File: config.mk
export PLATFORM = sky130hd
export DESIGN_NAME = memory_io_bridge
export DESIGN_NICKNAME = d
export VERILOG_FILES = /design/src/rtl/memory_io_pkg.sv /design/src/rtl/output_fifo.sv /design/src/rtl/memory_io_bridge.sv
export SDC_FILE = /design/constraint.sdc
export NUM_CORES = 1
export LEC_CHECK = 0
export ABC_AREA = 0
export BUFFER_PORTS_ARGS = -buffer_cell sky130_fd_sc_hd__buf_2
export CAP_MARGIN = 40
export CORE_MARGIN = 2
export CORE_UTILIZATION = 40
export CTS_CLUSTER_SIZE = 14
export DETAILED_ROUTE_END_ITERATION = 7
export HOLD_SLACK_MARGIN = 0.15
export PLACE_DENSITY = 0.59
export SETUP_SLACK_MARGIN = 0.3
export SYNTH_ARGS = -nofsm -noshare
export SYNTH_HDL_FRONTEND = slang
export SYNTH_SLANG_ARGS = --single-unit
File: constraint.sdc
create_clock -name clock -period 8.2 [get_ports clock]
set_input_delay 1.64 -clock clock [delete_from_list [all_inputs] [get_ports clock]]
set_output_delay 1.64 -clock clock [all_outputs]
set_load 0.01 [all_outputs]
File: src/rtl/memory_io_pkg.sv
// Shared constants for the CPU memory/I/O bridge: register offsets, STATUS
// bit positions and the data-path width.
package memory_io_pkg;

    localparam int DATA_WIDTH = 16;

    typedef logic [DATA_WIDTH-1:0] word_t;

    localparam word_t REG_SWITCH    = 16'h0000;
    localparam word_t REG_LED       = 16'h0001;
    localparam word_t REG_TIMER     = 16'h0002;
    localparam word_t REG_FIFO_DATA = 16'h0003;
    localparam word_t REG_STATUS    = 16'h0004;
    localparam word_t REG_COMPARE   = 16'h0005;

    localparam int STATUS_FULL_BIT     = 0;
    localparam int STATUS_EMPTY_BIT    = 1;
    localparam int STATUS_OVERFLOW_BIT = 2;
    localparam int STATUS_IRQ_BIT      = 3;
    localparam int STATUS_COUNT_LSB    = 4;
    localparam int STATUS_COUNT_MSB    = 8;

endpackage

File: src/rtl/output_fifo.sv
// Synchronous first-word-fall-through FIFO; a push into a full FIFO is still
// accepted when a pop happens in the same cycle.
module output_fifo #(
    parameter int DEPTH = 8,
    parameter int WIDTH = 16,
    parameter int AW    = $clog2(DEPTH),
    parameter int CW    = $clog2(DEPTH) + 1
) (
    input  logic             clock,
    input  logic             reset,
    input  logic             i_push,
    input  logic             i_pop,
    input  logic [WIDTH-1:0] i_data,
    output logic [WIDTH-1:0] o_data,
    output logic             o_full,
    output logic             o_empty,
    output logic [CW-1:0]    o_count,
    output logic             o_accept
);

    logic [WIDTH-1:0] r_mem [DEPTH];
    logic [AW-1:0]    r_wptr;
    logic [AW-1:0]    r_rptr;
    logic [CW-1:0]    r_count;
    logic             w_pop;

    assign o_empty  = (r_count == '0);
    assign o_full   = (r_count == CW'(DEPTH));
    assign w_pop    = i_pop & ~o_empty;
    assign o_accept = i_push & (~o_full | w_pop);
    assign o_count  = r_count;
    // Head is forced to zero while empty so stale storage never leaks out.
    assign o_data   = o_empty ? '0 : r_mem[r_rptr];

    always_ff @(posedge clock or negedge reset) begin
        if (!reset) begin
            r_wptr  <= '0;
            r_rptr  <= '0;
            r_count <= '0;
        end else begin
            if (o_accept) r_wptr <= r_wptr + AW'(1);
            if (w_pop)    r_rptr <= r_rptr + AW'(1);
            case ({o_accept, w_pop})
                2'b10:   r_count <= r_count + CW'(1);
                2'b01:   r_count <= r_count - CW'(1);
                default: r_count <= r_count;
            endcase
        end
    end

    always_ff @(posedge clock) begin
        if (o_accept) r_mem[r_wptr] <= i_data;
    end

endmodule

File: src/rtl/memory_io_bridge.sv
// CPU memory-port bridge: block RAM below IO_BASE, memory-mapped switches,
// LEDs, timer and output FIFO above. Optional macro: MEMIO_TIMER_COMPARE_EN.
module memory_io_bridge
    import memory_io_pkg::*;
#(
    parameter logic [15:0] IO_BASE      = 16'hFF00,
    parameter int          FIFO_DEPTH   = 8,
    parameter int          TIMER_DIVIDE = 50000,
    parameter int          SWITCH_WIDTH = 10
) (
    input  logic                    clock,
    input  logic                    reset,
    input  logic [15:0]             cpu_address,
    input  logic                    cpu_write_enable,
    input  logic [15:0]             cpu_write_data,
    output logic [15:0]             cpu_read_data,
    output logic [15:0]             ram_address,
    output logic                    ram_write_enable,
    output logic [15:0]             ram_write_data,
    input  logic [15:0]             ram_read_data,
    input  logic [SWITCH_WIDTH-1:0] switches,
    output logic [SWITCH_WIDTH-1:0] leds,
    output logic                    out_valid,
    output logic [15:0]             out_data,
    input  logic                    out_ready,
    output logic                    timer_irq
);

    localparam int PW = (TIMER_DIVIDE > 2) ? $clog2(TIMER_DIVIDE) : 1;
    localparam int CW = $clog2(FIFO_DEPTH) + 1;

    logic                    w_is_io;
    logic [15:0]             w_offset;
    logic                    w_wr_io;
    logic                    w_wr_led;
    logic                    w_wr_timer;
    logic                    w_push;
    logic                    w_wr_status;
    logic                    w_tick;
    logic [15:0]             w_timer_inc;
    logic [15:0]             w_io_rdata;
    logic [15:0]             w_status;
    logic                    w_full;
    logic                    w_empty;
    logic [CW-1:0]           w_count;
    logic                    w_accept;
    logic                    w_irq;

    logic [SWITCH_WIDTH-1:0] r_sw_meta;
    logic [SWITCH_WIDTH-1:0] r_sw_sync;
    logic [SWITCH_WIDTH-1:0] r_leds;
    logic [15:0]             r_timer;
    logic [PW-1:0]           r_prescaler;
    logic                    r_overflow;
    logic                    r_is_io;
    logic [15:0]             r_io_data;

    assign w_is_io     = (cpu_address >= IO_BASE);
    assign w_offset    = cpu_address - IO_BASE;
    assign w_wr_io     = cpu_write_enable & w_is_io;
    assign w_wr_led    = w_wr_io & (w_offset == REG_LED);
    assign w_wr_timer  = w_wr_io & (w_offset == REG_TIMER);
    assign w_push      = w_wr_io & (w_offset == REG_FIFO_DATA);
    assign w_wr_status = w_wr_io & (w_offset == REG_STATUS);
    assign w_tick      = (r_prescaler == PW'(TIMER_DIVIDE - 1));
    assign w_timer_inc = r_timer + 16'd1;

    assign ram_address      = cpu_address;
    assign ram_write_data   = cpu_write_data;
    assign ram_write_enable = cpu_write_enable & ~w_is_io;
    assign cpu_read_data    = r_is_io ? r_io_data : ram_read_data;
    assign leds             = r_leds;

    output_fifo #(
        .DEPTH (FIFO_DEPTH),
        .WIDTH (DATA_WIDTH)
    ) u_output_fifo (
        .clock    (clock),
        .reset    (reset),
        .i_push   (w_push),
        .i_pop    (out_ready),
        .i_data   (cpu_write_data),
        .o_data   (out_data),
        .o_full   (w_full),
        .o_empty  (w_empty),
        .o_count  (w_count),
        .o_accept (w_accept)
    );

    assign out_valid = ~w_empty;

`ifdef MEMIO_TIMER_COMPARE_EN
    logic        w_wr_compare;
    logic        w_irq_set;
    logic [15:0] r_compare;
    logic        r_irq;

    assign w_wr_compare = w_wr_io & (w_offset == REG_COMPARE);
    assign w_irq_set    = w_tick & ~w_wr_timer & (w_timer_inc == r_compare);
    assign w_irq        = r_irq;
    assign timer_irq    = r_irq;

    // A match in the same cycle as a COMPARE write keeps the flag set.
    always_ff @(posedge clock or negedge reset) begin
        if (!reset) begin
            r_compare <= 16'hFFFF;
            r_irq     <= 1'b0;
        end else begin
            if (w_wr_compare) r_compare <= cpu_write_data;
            if (w_irq_set)         r_irq <= 1'b1;
            else if (w_wr_compare) r_irq <= 1'b0;
        end
    end
`else
    assign w_irq     = 1'b0;
    assign timer_irq = 1'b0;
`endif

    always_comb begin
        w_status                                     = '0;
        w_status[STATUS_FULL_BIT]                    = w_full;
        w_status[STATUS_EMPTY_BIT]                   = w_empty;
        w_status[STATUS_OVERFLOW_BIT]                = r_overflow;
        w_status[STATUS_IRQ_BIT]                     = w_irq;
        w_status[STATUS_COUNT_MSB:STATUS_COUNT_LSB]  = 5'(w_count);
    end

    always_comb begin
        w_io_rdata = '0;
        case (w_offset)
            REG_SWITCH: w_io_rdata = 16'(r_sw_sync);
            REG_LED:    w_io_rdata = 16'(r_leds);
            REG_TIMER:  w_io_rdata = r_timer;
            REG_STATUS: w_io_rdata = w_status;
`ifdef MEMIO_TIMER_COMPARE_EN
            REG_COMPARE: w_io_rdata = r_compare;
`endif
            default:    w_io_rdata = '0;
        endcase
    end

    // A CPU load of TIMER takes priority over a prescaler tick.
    always_ff @(posedge clock or negedge reset) begin
        if (!reset) begin
            r_timer     <= '0;
            r_prescaler <= '0;
        end else if (w_wr_timer) begin
            r_timer     <= cpu_write_data;
            r_prescaler <= '0;
        end else if (w_tick) begin
            r_timer     <= w_timer_inc;
            r_prescaler <= '0;
        end else begin
            r_prescaler <= r_prescaler + PW'(1);
        end
    end

    always_ff @(posedge clock or negedge reset) begin
        if (!reset) begin
            r_sw_meta  <= '0;
            r_sw_sync  <= '0;
            r_leds     <= '0;
            r_overflow <= 1'b0;
            r_is_io    <= 1'b0;
            r_io_data  <= '0;
        end else begin
            r_sw_meta <= switches;
            r_sw_sync <= r_sw_meta;
            r_is_io   <= w_is_io;
            r_io_data <= w_io_rdata;
            if (w_wr_led) r_leds <= cpu_write_data[SWITCH_WIDTH-1:0];
            if (w_push & ~w_accept) r_overflow <= 1'b1;
            else if (w_wr_status)   r_overflow <= 1'b0;
        end
    end

endmodule

Word level (Yosys, flattened, before mapping). Memory sizes are Yosys's and may differ from the RTL's. Cells that the tools add are included.

Input port bits: 62. Logic and storage cells: 59. Bits in writable memories: 128. Memories kept: 1. Register bits after elaboration: 90. Output and inout port bits: 77.

Memories: u_output_fifo.r_mem (depth 8, bits a word 16, read ports 1, clocked after memory_dff 0, wr ports 1, RTL line output_fifo.sv:21) `logic [WIDTH-1:0] r_mem [DEPTH];`.

$lt $le $gt $ge: 1. Reductions and logical operators: 5. Equality and inequality tests: 8. Add/subtract/negate cells: 7. Bitwise operators: 14. Mux-type cells: 12.

Operator list (count): 16-bit two-way mux (6); 16-bit one-hot mux with 4 select lines (1); 16-bit by 1-bit adder with 16-bit output (second input constant) (2); 16-bit by 2-bit == test with 1-bit output (second input constant) (2); 16-bit by 1-bit == test with 1-bit output (second input constant) (1); 16-bit == test (second input constant) (1); 16-bit by 3-bit == test with 1-bit output (second input constant) (1); 16-bit >= comparator (second input constant) (1); 16-bit logical NOT (1); 16-bit subtractor (second input constant) (1); 1-bit AND (9); 4-bit one-hot mux with 2 select lines (1); 3-bit by 1-bit adder with 3-bit output (second input constant) (2); 2-bit nonzero test (3); 4-bit by 1-bit adder with 4-bit output (second input constant) (1); 4-bit == test (second input constant) (1); 4-bit logical NOT (1); 1-bit two-way mux (4); 1-bit NOT (4); 4-bit by 1-bit subtractor with 4-bit output (second input constant) (1); 2-bit by 1-bit == test with 1-bit output (second input constant) (1); 2-bit == test (second input constant) (1); 1-bit OR (1).

Logic depth before layout (Yosys ltp).
Word-level depth: 8. Mapped depth: 12. Mapped depth without buffers: 11.

Hierarchy. From an unflattened synthesis, not the netlist that was laid out.

Cells, all modules: 641. Area total of the unflattened synthesis: 9464.1 sq um.

Modules (own cells, without submodules): output_fifo (cells an instance 284, times used 1, seq. area each 4093.9 sq um, area an instance 5552.8 sq um); memory_io_bridge (cells an instance 357, times used 1, seq. area each 2001.9 sq um, area an instance 3911.3 sq um).

Worst setup path after synthesis. Ideal clock, no wire load.

Path kind: input -> register. From: input cpu_address[3]. To: memory u_output_fifo.r_mem[2][0], enable pin. Arrival time: 4318 ps. Required time: 7787 ps. Path buffers: 0. Slack: 3470 ps. Setup time: 413 ps. Stages on the path: 5. Cell sequence: or3_1 or4_4 nor4_4 nand2b_1 nor3b_1.

Word-level cells in the longest chain between the ends: 6. Elaborated cells on any way between the ends: 8. Those cells by class: add/sub (1); order compare (1); eq/ne (1); mux (2); bitwise (3).

RTL lines: from (decl) (RTL line memory_io_bridge.sv:13) `input logic [15:0] cpu_address,`; 16-bit subtractor / 16-bit >= comparator (equally long branches) (RTL line memory_io_bridge.sv:59, memory_io_bridge.sv:58); 16-bit by 2-bit == test with 1-bit output / 1-bit AND (equally long branches) (RTL line memory_io_bridge.sv:63, memory_io_bridge.sv:60); 1-bit AND * (RTL line memory_io_bridge.sv:63) `assign w_push = w_wr_io & (w_offset == REG_FIFO_DATA);`; 1-bit AND * (RTL line output_fifo.sv:30) `assign o_accept = i_push & (~o_full | w_pop);`; 1-bit two-way mux * (RTL line output_fifo.sv:52) `if (o_accept) r_mem[r_wptr] <= i_data;`; 1-bit two-way mux (implied by the code) * (RTL line output_fifo.sv:52); to (decl) (RTL line output_fifo.sv:21).

Every way passes the cells marked *; elsewhere a longest branch is shown, timed or not.

Final worst setup path.
From: register u_output_fifo.r_rptr[0]. To: output out_data[4].

Word-level cells in the longest chain between the ends: 2.

RTL lines: from (decl) (RTL line output_fifo.sv:23) `logic [AW-1:0] r_rptr;`; from (signal assigned) (RTL line output_fifo.sv:42) `if (w_pop) r_rptr <= r_rptr + AW'(1);`; memory read 8 x 16 bit; 16-bit two-way mux (RTL line output_fifo.sv:33) `assign o_data = o_empty ? '0 : r_mem[r_rptr];`; to (decl) (RTL line memory_io_bridge.sv:24) `output logic [15:0] out_data,`.

No other way between the ends.

==> out/results.tsv <==
metric	value	unit
Critical Path Slowest Stage Cell	sky130_fd_sc_hd__mux4_2	
share of the synthesized area in the top cell type	41.3	%
via count of the first global-routing pass	5455	
Most used DFF post-synth	sky130_fd_sc_hd__edfxtp_1	
largest fanout of any net on the critical path	34	
number of enable flip-flop cells after synthesis	128	
startpoint class of the critical path	flip-flop	
post-route cell area	0.0109	mm²
critical path buffer and inverter count	2	
setup repair after global routing missed its margin	no	
run status	completed	
largest net degree at the start of global routing	66	
number of input and output port buffers inserted	137	
mean instance size in the synthesized netlist	15.2	µm²
horizontal die dimension	157	µm
Max-Slew Margin vs Limit	44.8	%
gate count after technology mapping	611	
Core Box Area	0.0227	mm²
worst-case clock skew	11.5	ps
data arrival time at the worst-slack endpoint	2480	ps
Reg2Reg Capture Point	u_output_fifo.o_count[2]	
RR Startpoint	u_output_fifo.o_count[1]	
count of final hold-check violations	0	
Worst VDD drop	144	µV
effective utilization at floorplan	41.0	%
Starting DRT DRC Count	290	
Avg Vias per Cell	5.13	
total of hold buffers inserted after clock tree synthesis	0	
distinct cell type count of the synthesized netlist	50	
combined area of all synthesized cells	0.00931	mm²
Worst path top cell family by delay	multiplexers	
synth-to-layout area growth	17.3	%
Final Cycle Share	50.3	%
clock root buffer	sky130_fd_sc_hd__clkbuf_16	
Critical Path Max Stage Delay	600	ps
final number of max-transition violations	0	
total routed wirelength	20.1	mm
worst hold path cell count	0	
clock slew seen by the registers of the worst setup and hold paths	60	ps
max cap viols	0	
Tmin final	4120	ps
Critical Path End Type	primary output	
Num CTS Buffers	24	
antenna-violating nets left	0	
post-synth top area cell	sky130_fd_sc_hd__edfxtp_1	
dpl hpwl	13.8	mm
register bit count reported by yosys	218	
clock tree from TritonCTS	yes	
syn_nets	680	
PostCTS Resize Cnt	0	
count of synthesis-stage warnings from yosys	0	
final standard cell count with taps included and fillers excluded	1030	
final antenna diode count	0	
classification of the worst-slack hold path	flip-flop to flip-flop	
overall overflow remaining after global route	0	
die height	157	µm
crit-path cells	buf_4 > mux4_2 > mux2i_1 > nor2_1 > buf_2	
number of vias in the routed layout	5287	
number of remaining DRC errors	0	
Cell Pwr Density	264	mW/mm²
deepest clock path buffer count	3	
final net count	798	
most repeated cell in the gate-level netlist after synthesis	sky130_fd_sc_hd__edfxtp_1	
Setup Total Neg Slack	0	ps
Max H-tree Level	1	
Placed Instances	988	
die outline area	0.0245	mm²
reg2reg setup slack	5370	ps
global-route wire length before repair	30.7	mm
number of clock sinks	218	
data required time of the worst path	6560	ps
initial antenna violation count	0	
router iterations before antenna repair	4	
r2r worst-path depth	11	
leakage power of the design	4.28	nW
routability cong.	0.840	
total routing resource utilization after global routing	16.4	%
cell types with the largest area share after synthesis	sky130_fd_sc_hd__edfxtp_1 41%, sky130_fd_sc_hd__dfrtp_1 24%, sky130_fd_sc_hd__mux4_2 7.7%	
achievable clock frequency	243	MHz
transition time at the pin with the least slew margin	828	ps
endpoint of the worst hold-timing path	r_sw_sync[9]	
post-layout power	2.88	mW
Rows	55	
launch point of the worst hold path	r_sw_meta[9]	
number of post-CTS setup repair buffers	0	
Synth async-reset ratio	41.3	%
number of setup violations in the final report	0	
instance area after placement	0.0102	mm²
share of cells above drive strength 1	36.5	%
sequential share of the synthesized area	65.5	%
source-to-sink clock delay at the later pin of the worst-skew pair	500	ps
class of the most critical setup path	flip-flop to primary output	
leading cell types by count after synthesis	128 x sky130_fd_sc_hd__edfxtp_1, 90 x sky130_fd_sc_hd__dfrtp_1, 56 x sky130_fd_sc_hd__nor2_1	
post-DR wirelength/cell	19.5	µm
count of boundary I/O pins	139	
area by class of cell:
cell class	count	area, µm²
clock buffer	32	713
clock inverter	10	50.0
fill	2001	11800
inverter	6	22.5
multi-input combinational	326	2860
sequential	218	6100
tap	285	357
timing repair buffer	153	820
report_power, final:
group	leakage (nW)	switching (mW)	internal [mW]
combinational	1.64	0.317	0.304
clock	0.384	0.409	0.607
sequential	2.26	0.0524	1.19
sequential cells by signal, summed over array words and instances, names as in the netlist:
name and cells:
u_output_fifo.r_mem 128, r_io_data 16, r_prescaler 16, r_timer 16, leds 10, r_sw_meta 10, r_sw_sync 10, u_output_fifo.o_count 4
u_output_fifo.r_rptr 3, u_output_fifo.r_wptr 3, r_is_io 1, r_overflow 1
layout by cell type (no fill, tap or decap), types with 4 or more instances in the layout:
cell type	n
sky130_fd_sc_hd__nand3_1	13
sky130_fd_sc_hd__nor2_1	56
sky130_fd_sc_hd__dfrtp_1	89
sky130_fd_sc_hd__clkbuf_8	4
sky130_fd_sc_hd__ha_1	7
sky130_fd_sc_hd__mux2_2	32
sky130_fd_sc_hd__clkbuf_16	26
sky130_fd_sc_hd__a221o_1	5
sky130_fd_sc_hd__nand4_1	13
sky130_fd_sc_hd__a21oi_1	8
sky130_fd_sc_hd__and3_1	6
sky130_fd_sc_hd__mux4_2	32
sky130_fd_sc_hd__nand2_1	26
sky130_fd_sc_hd__buf_2	136
sky130_fd_sc_hd__edfxtp_1	128
sky130_fd_sc_hd__xor2_1	22
sky130_fd_sc_hd__buf_4	15
sky130_fd_sc_hd__o21ai_0	11
sky130_fd_sc_hd__xnor2_1	15
sky130_fd_sc_hd__inv_1	6
sky130_fd_sc_hd__nor3b_2	4
sky130_fd_sc_hd__and2_1	8
sky130_fd_sc_hd__clkinv_2	6
sky130_fd_sc_hd__mux2i_1	27
logic make-up (layout without fill, tap and decap cells):
logic type,count (synthesis),in the layout,synth area share [%]
AOI/OAI and AO/OA,29,29,2.02
and+or+nand+nor,161,161,9.25
adders and majority gates,7,7,0.941
buffers and inverters,67,201,4.25
DFF,218,218,65.5
muxes,91,91,14.5
other,1,1,0.0403
xor gates and xnor gates,37,37,3.48
routing by layer:
metal	share of wire [%]	global-route usage [%]
met4	1.9	4.59
met2	50	27.8
met1	44	22.1
met3	4.7	2.63
met5	0	0
stage by stage:
step	util, %	setup WS, ps	hold slack [ps]
after floorplan	-	3470	331
after global placement	44.6	3730	335
after detailed placement	44.7	3650	336
after CTS	48.1	4020	353
after global routing	48.1	3940	357
final	48.1	4080	348
how the worst max path moves through the flow:
stage | start | endpoint | slack, ps | cells past startpoint
after global routing | u_output_fifo.r_rptr[0] | out_data[4] | 3940 | 5
after global placement | cpu_address[3] | u_output_fifo.o_count[2] | 3730 | 12
after detailed placement | cpu_address[3] | u_output_fifo.o_count[2] | 3650 | 12
final | u_output_fifo.r_rptr[0] | out_data[4] | 4080 | 5
after floorplan | cpu_address[3] | u_output_fifo.r_mem[2][0] | 3470 | 5
after CTS | u_output_fifo.r_rptr[0] | out_data[4] | 4020 | 5
Power figures use the tool's default switching activity.
